===== config.mk =====
export PLATFORM = sky130hd
export DESIGN_NAME = fetch_pc_unit
export DESIGN_NICKNAME = d
export VERILOG_FILES = /design/src/rtl/fetch_pkg.sv /design/src/rtl/fetch_predict.sv /design/src/rtl/fetch_pc_unit.sv
export SDC_FILE = /design/constraint.sdc
export NUM_CORES = 1
export LEC_CHECK = 0
export CAP_MARGIN = 20
export CORE_MARGIN = 3
export CORE_UTILIZATION = 25
export CTS_CLUSTER_SIZE = 24
export DETAILED_ROUTE_END_ITERATION = 10
export MAX_ROUTING_LAYER = met4
export PLACE_DENSITY = 0.55
export SLEW_MARGIN = 20
export SYNTH_ARGS = -nofsm -noshare
export SYNTH_HDL_FRONTEND = slang
export SYNTH_SLANG_ARGS = --single-unit

===== constraint.sdc =====
create_clock -name clk -period 4.7 [get_ports clk]
set_clock_uncertainty 0.1 [all_clocks]
set_input_delay 0.94 -clock clk [delete_from_list [all_inputs] [get_ports clk]]
set_output_delay 0.94 -clock clk [all_outputs]
set_load 0.1 [all_outputs]

===== src/rtl/fetch_pkg.sv =====
// Shared definitions for the instruction-fetch front end: opcode constants,
// the fetch state enum and return-address-stack sizing.
package fetch_pkg;

    localparam logic [5:0] OP_SPECIAL = 6'b000000;
    localparam logic [5:0] OP_J       = 6'b000010;
    localparam logic [5:0] OP_JAL     = 6'b000011;
    localparam logic [5:0] OP_BEQ     = 6'b000100;
    localparam logic [5:0] OP_BNE     = 6'b000101;
    localparam logic [5:0] FUNCT_JR   = 6'b001000;

    localparam int RAS_DEPTH = 4;
    localparam int RAS_PTR_W = $clog2(RAS_DEPTH);

    typedef enum logic {
        BOOT = 1'b0,
        RUN  = 1'b1
    } fetch_state_e;

endpackage


===== src/rtl/fetch_predict.sv =====
// Combinational static next-PC predictor: branches and direct jumps are
// predicted taken, jr $31 uses the return-address-stack top when one is
// supplied and valid, everything else falls through to pc+4.
module fetch_predict
    import fetch_pkg::*;
(
    input  logic [31:0] i_pc,
    input  logic [31:0] i_instr,
    input  logic [31:0] i_ras_top,
    input  logic        i_ras_valid,
    output logic [31:0] o_next_pc,
    output logic        o_pred,
    output logic        o_is_jal,
    output logic        o_is_ret
);

    logic [5:0]  w_op;
    logic [31:0] w_pc_plus4;
    logic [31:0] w_br_target;
    logic [31:0] w_j_target;

    assign w_op        = i_instr[31:26];
    assign w_pc_plus4  = i_pc + 32'd4;
    assign w_br_target = w_pc_plus4 + {{14{i_instr[15]}}, i_instr[15:0], 2'b00};
    assign w_j_target  = {w_pc_plus4[31:28], i_instr[25:0], 2'b00};

    assign o_is_jal = (w_op == OP_JAL);
    assign o_is_ret = (w_op == OP_SPECIAL) && (i_instr[5:0] == FUNCT_JR)
                      && (i_instr[25:21] == 5'd31);

    // Select the predicted next PC and whether flow was redirected.
    always_comb begin
        // NOTE: defaults first so every path assigns both outputs and no latch is inferred.
        o_next_pc = w_pc_plus4;
        o_pred    = 1'b0;
        if ((w_op == OP_BEQ) || (w_op == OP_BNE)) begin
            o_next_pc = w_br_target;
            o_pred    = 1'b1;
        end else if ((w_op == OP_J) || (w_op == OP_JAL)) begin
            o_next_pc = w_j_target;
            o_pred    = 1'b1;
        end else if (o_is_ret && i_ras_valid) begin
            o_next_pc = i_ras_top;
            o_pred    = 1'b1;
        end
    end

endmodule


===== src/rtl/fetch_pc_unit.sv =====
// Fetch PC unit: drives the PC to a combinational instruction memory,
// captures the IF/ID entry, follows static predictions and restarts at rpc
// when the decode-side check signals a redirect (normal=0).
// Optional build macro FETCH_RAS_EN adds a 4-entry return-address stack
// used to predict jr $31.
module fetch_pc_unit
    import fetch_pkg::*;
#(
    parameter logic [31:0] RESET_PC = 32'h0000_0000,
    parameter int          CNT_W    = 16
) (
    input  logic             clk,
    input  logic             resetn,
    input  logic             normal,
    input  logic [31:0]      rpc,
    output logic [31:0]      imem_addr,
    input  logic [31:0]      imem_instr,
    input  logic             d_ready,
    output logic             f_valid,
    output logic [31:0]      f_pc,
    output logic [31:0]      f_instr,
    output logic             f_pred_taken,
    output logic [CNT_W-1:0] redirect_cnt
);

    fetch_state_e     r_state;
    fetch_state_e     w_state_next;
    logic [31:0]      r_pc;
    logic             r_f_valid;
    logic [31:0]      r_f_pc;
    logic [31:0]      r_f_instr;
    logic             r_f_pred;
    logic [CNT_W-1:0] r_cnt;

    logic             w_adv;
    logic             w_do_redirect;
    logic             w_do_fetch;
    logic [31:0]      w_next_pc;
    logic             w_pred;
    logic             w_is_jal;
    logic             w_is_ret;
    logic [31:0]      w_ras_top;
    logic             w_ras_valid;

    fetch_predict u_predict (
        .i_pc        (r_pc),
        .i_instr     (imem_instr),
        .i_ras_top   (w_ras_top),
        .i_ras_valid (w_ras_valid),
        .o_next_pc   (w_next_pc),
        .o_pred      (w_pred),
        .o_is_jal    (w_is_jal),
        .o_is_ret    (w_is_ret)
    );

    // State register.
    always_ff @(posedge clk or negedge resetn) begin
        // NOTE: non-blocking (<=) in clocked blocks so every register sees pre-edge values.
        if (!resetn) r_state <= BOOT;
        else         r_state <= w_state_next;
    end

    // Next state: BOOT lasts exactly one cycle, RUN is terminal until reset.
    always_comb begin
        w_state_next = r_state;
        case (r_state)
            BOOT:    w_state_next = RUN;
            RUN:     w_state_next = RUN;
            default: w_state_next = BOOT;
        endcase
    end

    assign w_adv = !r_f_valid || d_ready;

    // State outputs: redirect beats advance; nothing happens during BOOT.
    always_comb begin
        w_do_redirect = 1'b0;
        w_do_fetch    = 1'b0;
        if (r_state == RUN) begin
            if (!normal)    w_do_redirect = 1'b1;
            else if (w_adv) w_do_fetch    = 1'b1;
        end
    end

    // PC and IF/ID entry; a redirect squashes the entry, a stall holds all.
    always_ff @(posedge clk or negedge resetn) begin
        if (!resetn) begin
            r_pc      <= RESET_PC;
            r_f_valid <= 1'b0;
            r_f_pc    <= 32'h0;
            r_f_instr <= 32'h0;
            r_f_pred  <= 1'b0;
        end else if (w_do_redirect) begin
            r_pc      <= rpc;
            r_f_valid <= 1'b0;
        end else if (w_do_fetch) begin
            r_f_valid <= 1'b1;
            r_f_pc    <= r_pc;
            r_f_instr <= imem_instr;
            r_f_pred  <= w_pred;
            r_pc      <= w_next_pc;
        end
    end

    // Saturating count of redirects taken.
    always_ff @(posedge clk or negedge resetn) begin
        if (!resetn)                         r_cnt <= '0;
        else if (w_do_redirect && r_cnt != '1) r_cnt <= r_cnt + CNT_W'(1);
    end

`ifdef FETCH_RAS_EN
    logic [31:0]          r_ras [RAS_DEPTH];
    logic [RAS_PTR_W-1:0] r_ras_sp;   // next slot to write
    logic [RAS_PTR_W:0]   r_ras_cnt;  // live entries, capped at RAS_DEPTH
    logic [RAS_PTR_W-1:0] w_ras_top_idx;

    assign w_ras_top_idx = r_ras_sp - RAS_PTR_W'(1);
    assign w_ras_top     = r_ras[w_ras_top_idx];
    assign w_ras_valid   = (r_ras_cnt != '0);

    // Circular return-address stack: jal pushes, predicted jr $31 pops.
    always_ff @(posedge clk or negedge resetn) begin
        if (!resetn) begin
            r_ras_sp  <= '0;
            r_ras_cnt <= '0;
            // NOTE: entries are reset explicitly; the stack is tiny, and a defined top keeps predictions reproducible.
            for (int i = 0; i < RAS_DEPTH; i++) r_ras[i] <= 32'h0;
        end else if (w_do_fetch) begin
            if (w_is_jal) begin
                r_ras[r_ras_sp] <= r_pc + 32'd4;
                r_ras_sp        <= r_ras_sp + RAS_PTR_W'(1);
                if (r_ras_cnt != (RAS_PTR_W + 1)'(RAS_DEPTH))
                    r_ras_cnt <= r_ras_cnt + (RAS_PTR_W + 1)'(1);
            end else if (w_is_ret && w_ras_valid) begin
                r_ras_sp  <= w_ras_top_idx;
                r_ras_cnt <= r_ras_cnt - (RAS_PTR_W + 1)'(1);
            end
        end
    end
`else
    logic w_unused_ras;

    assign w_ras_top    = 32'h0;
    assign w_ras_valid  = 1'b0;
    assign w_unused_ras = w_is_jal | w_is_ret;
`endif

    assign imem_addr    = r_pc;
    assign f_valid      = r_f_valid;
    assign f_pc         = r_f_pc;
    assign f_instr      = r_f_instr;
    assign f_pred_taken = r_f_pred;
    assign redirect_cnt = r_cnt;

endmodule

Yosys cells after proc, flatten, opt, wreduce, memory -nomap -nowiden
Cells that the tools add are included.
{ "classes": {"addsub": 3, "eq_ne": 5, "n_bitwise": 1, "muxes": 13, "n_reduce_logical": 7} }
{ "ops": {"columns": ["cell", "count"], "rows": [
  ["32-bit two-way mux", 3],
  ["32-bit by 3-bit adder with 32-bit output, second input constant", 1],
  ["32-bit adder", 1],
  ["28-bit two-way mux", 1],
  ["16-bit by 1-bit adder with 16-bit output, second input constant", 1],
  ["16-bit != test, second input constant", 1],
  ["6-bit by 2-bit == test with 1-bit output, second input constant", 2],
  ["6-bit by 3-bit == test with 1-bit output, second input constant", 2],
  ["1-bit two-way mux", 9],
  ["1-bit logical OR", 3],
  ["2-bit AND reduction", 1],
  ["2-bit nonzero test", 1],
  ["1-bit logical AND", 1],
  ["1-bit logical NOT", 1],
  ["1-bit inverter", 1]
]} }
{ "totals": {"output_inout_bits": 114, "in_bits": 68, "register_bits": 115, "wordCells": 36} }

Longest topological paths before layout
Gate-level depths: netlist of run 1.
{ "depth": {"ltp_word": 7, "depth_mapped": 19} }

Modules after synthesis
Synthesis of run 1 repeated with hierarchy kept, for this count alone.
{ "unflattened": {"hier_cells": 764, "area_unflattened_um2": 7697.4} }
{ "by_module_without_submodules": {"columns": ["module", "instances", "area_each_um2", "seq_area_each_um2", "cells_each"], "rows": [
  ["fetch_pc_unit", 1, 4695.8, 2877.8, 327],
  ["fetch_predict", 1, 3001.6, 0.0, 437]
]} }

Worst setup path after synthesis of run 1
No wires, ideal clock.
{ "synth_path": {"path_type": "flip-flop to flip-flop", "startpoint": "reg r_pc[8], in the netlist imem_addr[8]", "endpoint": "reg r_pc[31], in the netlist imem_addr[31]", "arrival_ps": 4429, "path_slack_ps": 38, "period_less_slack_ps": 4662, "required_ps": 4467, "path_buffers": 2, "stages_incl_launch_ff": 19, "cell_sequence": "dfrtp_1 buf_2 and4_1 and4_1 and4_1 buf_4 and2_4 nand3_1 xnor2_1 ha_1 and4_1 and2_1 a221oi_1 nand4_1 or3_1 nand3_1 xor2_1 a21oi_1 a2bb2oi_2"} }
{ "synth_via": {"elab_chain_len": 5} }
{ "synth_rtl": {"columns": ["item", "line", "source"], "rows": [
  ["start: declaration", "fetch_pc_unit.sv:28", "logic [31:0] r_pc;"],
  ["start signal: assignment", "fetch_pc_unit.sv:94", "r_pc <= rpc;"],
  ["start signal: assignment", "fetch_pc_unit.sv:101", "r_pc <= w_next_pc;"],
  ["32-bit by 3-bit adder with 32-bit output *", "fetch_predict.sv:23", "assign w_pc_plus4 = i_pc + 32'd4;"],
  ["32-bit adder", "fetch_predict.sv:24", "assign w_br_target = w_pc_plus4 + {{14{i_instr[15]}}, i_instr[15:0], 2'b00};"],
  ["32-bit two-way mux *", "fetch_predict.sv:36", "if ((w_op == OP_BEQ) || (w_op == OP_BNE)) begin"],
  ["32-bit two-way mux *", "fetch_pc_unit.sv:96", "end else if (w_do_fetch) begin"],
  ["32-bit two-way mux *", "fetch_pc_unit.sv:93", "end else if (w_do_redirect) begin"]
]} }
Every way passes the cells marked *; elsewhere a longest branch is shown, timed or not. The select of a mux whose other input is x is not followed.
A chain may end at the register's enable or synchronous reset.

Final worst setup path of run 1
{ "layout_path": {"startpoint": "reg r_pc[9], in the netlist imem_addr[9]", "endpoint": "reg r_pc[31], in the netlist imem_addr[31]"} }
The elaborated chain is that of the path after synthesis.

==> run summary, run 1 <==
RR Endpoint - imem_addr[31]
Top_reg_cell synth - dfrtp_1
GR peak layer - met2
Area of placed instances - 9440 µm²
Largest cells by area after synthesis - dfrtp_1 40%, nand2_1 12%, ha_1 6.6%
Final instance area - 9990 µm²
Layout Area Growth over Synthesis - 39.3%
Initial Utilization - 25.6%
Worst setup path start - imem_addr[9]
Syn_area_per_cell - 8.43 µm²
CORE AREA - 28000 µm²
Fillers - 2939
DR pass1 iterations - 5
CP Launch Type - register
Share of cells above drive strength 1 - 7.14%
Slew HR - 30.2%
Worst Min Path Start - f_pc[18]
Post-Syn Nets - 958
Distinct cells, synth - 64
Final Non-Filler Cells - 1414
Max-slew violations - 0
Pin count of the biggest net entering global routing - 91
CP arrival - 4490 ps
Post-synth ARST share - 100%
Final Setup Violations - 0
RSZ-0062 raised after global routing - false
Max-cap violations - 0
Row count - 61
VDD IR max - 0.243 mV
Met1 Usage GRT - 24.9%
Final core utilization - 35.7%
Hold path depth - 2
Place WS - 324 ps
Number of diodes - 0
Maximum clock frequency - 0.232 GHz
Seq/Total Area, Yosys - 40.1%
R2r setup slk - 400 ps
CTS max path bufs - 2
Gr ovfl total - 0
Tot GR Track Use - 17.6%
First-pass GRT wire length - 40.7 mm
Status - completed
R2R depth - 16
Sink Count - 115
Met3 Track Usage GR - 2.68%
YS warnings - 0
Clock Pin Slew Worst Setup and Hold Paths - 60 ps
Clk root buf - clkbuf_16
Worst path required time - 4890 ps
Cts hold-fix bufs - 0
Antenna Nets Post-Route - 0
Post-synth top area share - 40.1%
Vias per inst - 4.84
Post-Syn Area - 7180 µm²
FF-to-FF Start - imem_addr[9]
Routed WL per cell - 18.6 µm
Synth area leader - dfrtp_1
GPL Wtd Cong - 0.887
Initial antenna violation count - 0
CTS Buf Count - 17
Cells after DPL - 1382
Crit Path Max Fanout - 9
Worst skew pair latency - 420 ps
Post-synthesis instance total - 851
Worst slew pin tran - 1040 ps
Vias - 6850
Post-synthesis register bit count - 115
Fin Setup TNS - 0 ps
Setup WS post-layout - 399 ps
Power per cell area - 551 nW/µm²
H-tree levels - 4
Tmin final - 4300 ps
Met2 Use GR - 26.7%
DRC - 0
CTS tree - built
Drt first-iter violations - 382
Vias in the first global route - 6710
Port bufs - 181
Worst hold-check path type - reg2reg
WS Path Type - reg2reg
Fin crit share - 91.5%
Critical Path End Type - register
Dpl hpwl - 19.3 mm
Worst Hold Path EP - f_pc[18]
Die Y - 175 µm
I/O Pins - 182
Final #Nets - 1130
Final hold viol count - 0
Die area - 30800 µm²
Post-synth EDFFs - 0
Die X - 175 µm
Leakage power - 4.33 nW
Drt total wl - 26.4 mm
## repair_timing
action,in CTS,in global routing
gates resized for setup,0,1
setup buffers,0,0
endpoints found under the setup margin,0,1
## critical path: stages, from the launching register on
cell and delay, ps:
dfrtp_1 460, and4_1 330, and4_1 290, and4_1 420
and2_4 230, nand3_1 90, xnor2_1 210, ha_1 310
and4_1 230, and2_1 190, a221oi_2 290, nand4_1 120
or3_1 320, nand3_1 100, xor2_1 200, a21oi_1 110
a2bb2oi_2 170
## layout make-up
cell class	count	area, µm²	area share [%]
tap	378	473	4.73
clock inverter	14	106	1.06
multi-input combinational	673	4080	40.8
timing repair buffer	201	1960	19.6
clock buffer	18	439	4.39
sequential	115	2880	28.8
inverter	15	56.3	0.563
## cell families (layout without fill, tap and decap cells)
group                      count (synthesis)  count (layout)  synth area share [%]
AOI/OAI and AO/OA                        191             191                  17.6
other                                      1               1                0.0523
muxes                                      4               4                 0.593
and+or+nand+nor                          372             372                  23.3
buffers and inverters                     63             248                  3.43
xor gates and xnor gates                  66              66                  8.05
adders and majority gates                 39              39                  6.90
DFF                                      115             115                  40.1
## synthesized netlist by cell type (9+ instances only)
| master | instances |
|---|---|
| nand2_1 | 237 |
| dfrtp_1 | 115 |
| a21oi_1 | 47 |
| xnor2_1 | 45 |
| o21ai_0 | 39 |
| ha_1 | 38 |
| clkbuf_1 | 37 |
| nand3_1 | 27 |
| nor2_1 | 27 |
| nand4_1 | 22 |
| xor2_1 | 21 |
| a221oi_1 | 18 |
| o22ai_1 | 17 |
| inv_1 | 15 |
| a21o_1 | 12 |
| and3_1 | 10 |
| a22oi_1 | 9 |
## worst max path at each step
| stage | slack [ps] | cells after the start | to |
|---|---|---|---|
| floorplan | 40 | 18 | imem_addr[31] |
| finish | 400 | 16 | imem_addr[31] |
| detailed placement | 320 | 16 | imem_addr[31] |
| CTS | 290 | 16 | imem_addr[31] |
| global placement | 420 | 12 | imem_addr[27] |
| global route | 120 | 16 | imem_addr[31] |
## registers in the layout, indices dropped and copies added (netlist names)
signal,count
redirect_cnt,16
f_pc,32
f_instr,32
r_state,1
f_valid,1
imem_addr,32
f_pred_taken,1
## where the power goes
part / switching [mW] / internal [mW] / leakage, nW / total, mW
clock network: 0.528 / 0.691 / 0.259 / 1.22
logic: 2.14 / 0.792 / 2.66 / 2.93
registers: 0.184 / 1.17 / 1.41 / 1.36
total: 2.85 / 2.66 / 4.33 / 5.51
## per-layer routing
layer / wire length (µm) / vias up
met5: 0 / -
met4: 271 / 0
met3: 1300 / 16
met2: 11900 / 211
met1: 12900 / 3285
li1: - / 3338
## through the flow
stage	power (mW)	hold slack [ps]
2_1_floorplan	3.51	449
3_3_place_gp	4.29	359
3_5_place_dp	4.30	362
4_1_cts	5.54	376
5_1_grt	5.77	393
6_report	5.51	369
## cells in the final DEF, fill, tap and decap left out, types with 12 or more instances in the layout
cell / n
o22ai_1: 17
nor2_1: 26
ha_1: 38
xor2_1: 21
clkdlybuf4s50_1: 180
buf_4: 20
inv_1: 15
xnor2_1: 45
a21oi_1: 47
clkbuf_16: 17
a21o_1: 12
dfrtp_1: 115
a221oi_1: 17
o21ai_0: 39
nand4_1: 22
nand3_1: 27
nand2_1: 236
Note: power is estimated with default switching activity, not from simulation.
==> run 2, diff against run 1 <==
--- a/config.mk
+++ b/config.mk
@@ -12,6 +12,7 @@
 export DETAILED_ROUTE_END_ITERATION = 10
 export MAX_ROUTING_LAYER = met4
 export PLACE_DENSITY = 0.55
+export SKIP_LAST_GASP = 1
 export SLEW_MARGIN = 20
 export SYNTH_ARGS = -nofsm -noshare
 export SYNTH_HDL_FRONTEND = slang
==> results of run 2 <==
No change in the layout: final DEF, timing and power equal those of run 1.
==> run 3, diff against run 2 <==
--- a/config.mk
+++ b/config.mk
@@ -6,6 +6,7 @@
 export NUM_CORES = 1
 export LEC_CHECK = 0
 export CAP_MARGIN = 20
+export CORE_ASPECT_RATIO = 0.6
 export CORE_MARGIN = 3
 export CORE_UTILIZATION = 25
 export CTS_CLUSTER_SIZE = 24
==> run 3 against run 2 <==
  * Final area up 1.2%
  * Sequential cell count unchanged
  * Via count up 2.9%
  * Die area up 0.22%
  * Routed wire length up 7.3%
==> run summary, run 3 (synthesis gave the netlist of run 1 again) <==
Initial antenna violation count - 0 (unchanged)
Commonest cells after routing, fill and taps aside - 236 x nand2_1, 180 x clkdlybuf4s50_1, 115 x dfrtp_1 (unchanged)
Routed WL per cell - 20.1 µm (was 18.6 µm)
Worst hold-check path type - reg2reg (unchanged)
Hold path depth - 2 (unchanged)
Vias - 7050 (was 6850)
Layout Area Growth over Synthesis - 40.9% (was 39.3%)
Slew HR - 28.7% (was 30.2%)
Share of cells above drive strength 1 - 7.68% (was 7.14%)
CTS Buf Count - 17 (unchanged)
Die Y - 137 µm (was 175 µm)
End point of the critical path - imem_addr[31] (unchanged)
Worst path required time - 4900 ps (was 4890 ps)
WS Path Type - reg2reg (unchanged)
Clock Pin Slew Worst Setup and Hold Paths - 60 ps (about the same)
Crit Path Max Fanout - 9 (unchanged)
Drt total wl - 28.3 mm (was 26.4 mm)
Critical Path End Type - register (unchanged)
Tot GR Track Use - 19.2% (was 17.6%)
Max-slew violations - 0 (unchanged)
CP Launch Type - register (unchanged)
Tmin final - 4420 ps (was 4300 ps)
Final hold viol count - 0 (unchanged)
FF-to-FF Start - imem_addr[9] (unchanged)
Worst setup path start - imem_addr[9] (unchanged)
R2r setup slk - 280 ps (was 400 ps)
DR pass1 iterations - 5 (unchanged)
Antenna Nets Post-Route - 0 (unchanged)
Number of diodes - 0 (unchanged)
H-tree levels - 4 (unchanged)
I/O Pins - 182 (unchanged)
Worst skew pair latency - 430 ps (was 420 ps)
Row count - 47 (was 61)
R2R depth - 16 (unchanged)
Area taken by multi-input logic gates - 4080 µm² (unchanged)
VDD IR max - 0.241 mV (was 0.243 mV)
Hold WS - 373 ps (was 369 ps)
Status - completed (unchanged)
Register area - 2880 µm² (unchanged)
DRC - 0 (unchanged)
Cells after DPL - 1377 (was 1382)
Gr ovfl total - 0 (unchanged)
Leakage power - 4.39 nW (was 4.33 nW)
RSZ-0062 raised after global routing - false (unchanged)
CTS tree - built (unchanged)
CORE AREA - 27900 µm² (was 28000 µm²)
Port bufs - 181 (unchanged)
Fillers - 2825 (was 2939)
Final core utilization - 36.2% (was 35.7%)
Most common cell after layout, fill and taps aside - nand2_1 (unchanged)
Final #Nets - 1136 (was 1130)
Max-cap violations - 0 (unchanged)
Fin crit share - 94.0% (was 91.5%)
Fin Setup TNS - 0 ps (unchanged)
Final Non-Filler Cells - 1409 (was 1414)
Final Setup Violations - 0 (unchanged)
GPL Wtd Cong - 0.896 (was 0.887)
Initial Utilization - 25.7% (was 25.6%)
Power per cell area - 573 nW/µm² (was 551 nW/µm²)
Die X - 225 µm (was 175 µm)
CTS max path bufs - 2 (unchanged)
Pin count of the biggest net entering global routing - 64 (was 91)
Clk root buf - clkbuf_16 (unchanged)
CP arrival - 4620 ps (was 4490 ps)
Drt first-iter violations - 677 (was 382)
Vias per inst - 5.00 (was 4.84)
Vias in the first global route - 6807 (was 6710)
Die area - 30800 µm² (about the same)
First-pass GRT wire length - 43.1 mm (was 40.7 mm)
Post-CTS Setup Inserts - 0 (unchanged)
Worst slew pin tran - 1070 ps (was 1040 ps)
Dpl hpwl - 21.2 mm (was 19.3 mm)
Maximum clock frequency - 0.226 GHz (was 0.232 GHz)
Sink Count - 115 (unchanged)
RR Endpoint - imem_addr[31] (unchanged)
[run 3: cell count changes in the layout (fill, tap and decap cells not counted)]
cell and delta:
buf_4 +7, buf_6 -1, bufinv_16 +4, clkinv_2 -2, clkinv_4 -4, inv_6 +2
[run 3: layout make-up]
cell class,count,share of cell area (%)
Clock buffer,18,4.34
Clock inverter,14,1.97
Inverter,15,0.557
Multi-Input combinational cell,673,40.3
Sequential cell,115,28.5
Tap cell,367,4.54
Timing Repair Buffer,207,19.8
[run 3: how the worst min path moves through the flow]
| stage | startpoint | endpoint |
|---|---|---|
| after floorplan | r_state | f_valid |
| after global placement | f_pc[19] | f_pc[19] |
| after detailed placement | f_instr[24] | f_instr[24] |
| after CTS | f_instr[24] | f_instr[24] |
| after global routing | f_pc[16] | f_pc[16] |
| final | f_instr[30] | f_instr[30] |
[run 3: power breakdown]
part | total [mW] | internal [mW] | switching (mW) | leakage (nW)
clock network | 1.44 | 0.907 | 0.536 | 0.300
registers | 1.37 | 1.17 | 0.197 | 1.41
logic | 2.98 | 0.797 | 2.18 | 2.68
total | 5.79 | 2.88 | 2.92 | 4.39
[run 3: routing by layer]
metal | global-route usage [%] | share of wire [%]
met1 | 29.4 | 53
met2 | 25.4 | 39
met3 | 3.77 | 6.6
met4 | 4.48 | 1.3
met5 | - | 0
[run 3: per-stage QoR]
step	cell area (µm²)	power, mW	setup WS (ps)
floorplan	7180	3.51	38.1
global placement	9470	4.34	415
detailed placement	9470	4.35	309
CTS	10100	5.82	257
global route	10100	6.06	41.0
finish	10100	5.79	282
[run 3: what timing repair did]
item / CTS / global route
hold buffers: 0 / 0
hold endpoints to repair: 0 / 0
gates resized for setup: 0 / 1
endpoints found under the setup margin: 0 / 1
[run 3: worst max-delay path: stages (launching register included)]
cell	delay, ps
dfrtp_1	470
and4_1	320
and4_1	290
and4_1	390
nand3_1	150
nor2_1	170
xor2_1	290
ha_1	390
a21oi_1	210
o21ai_0	140
a221oi_2	330
nand4_1	120
or3_1	320
nand3_1	130
xor2_1	200
a21oi_1	110
a2bb2oi_2	170
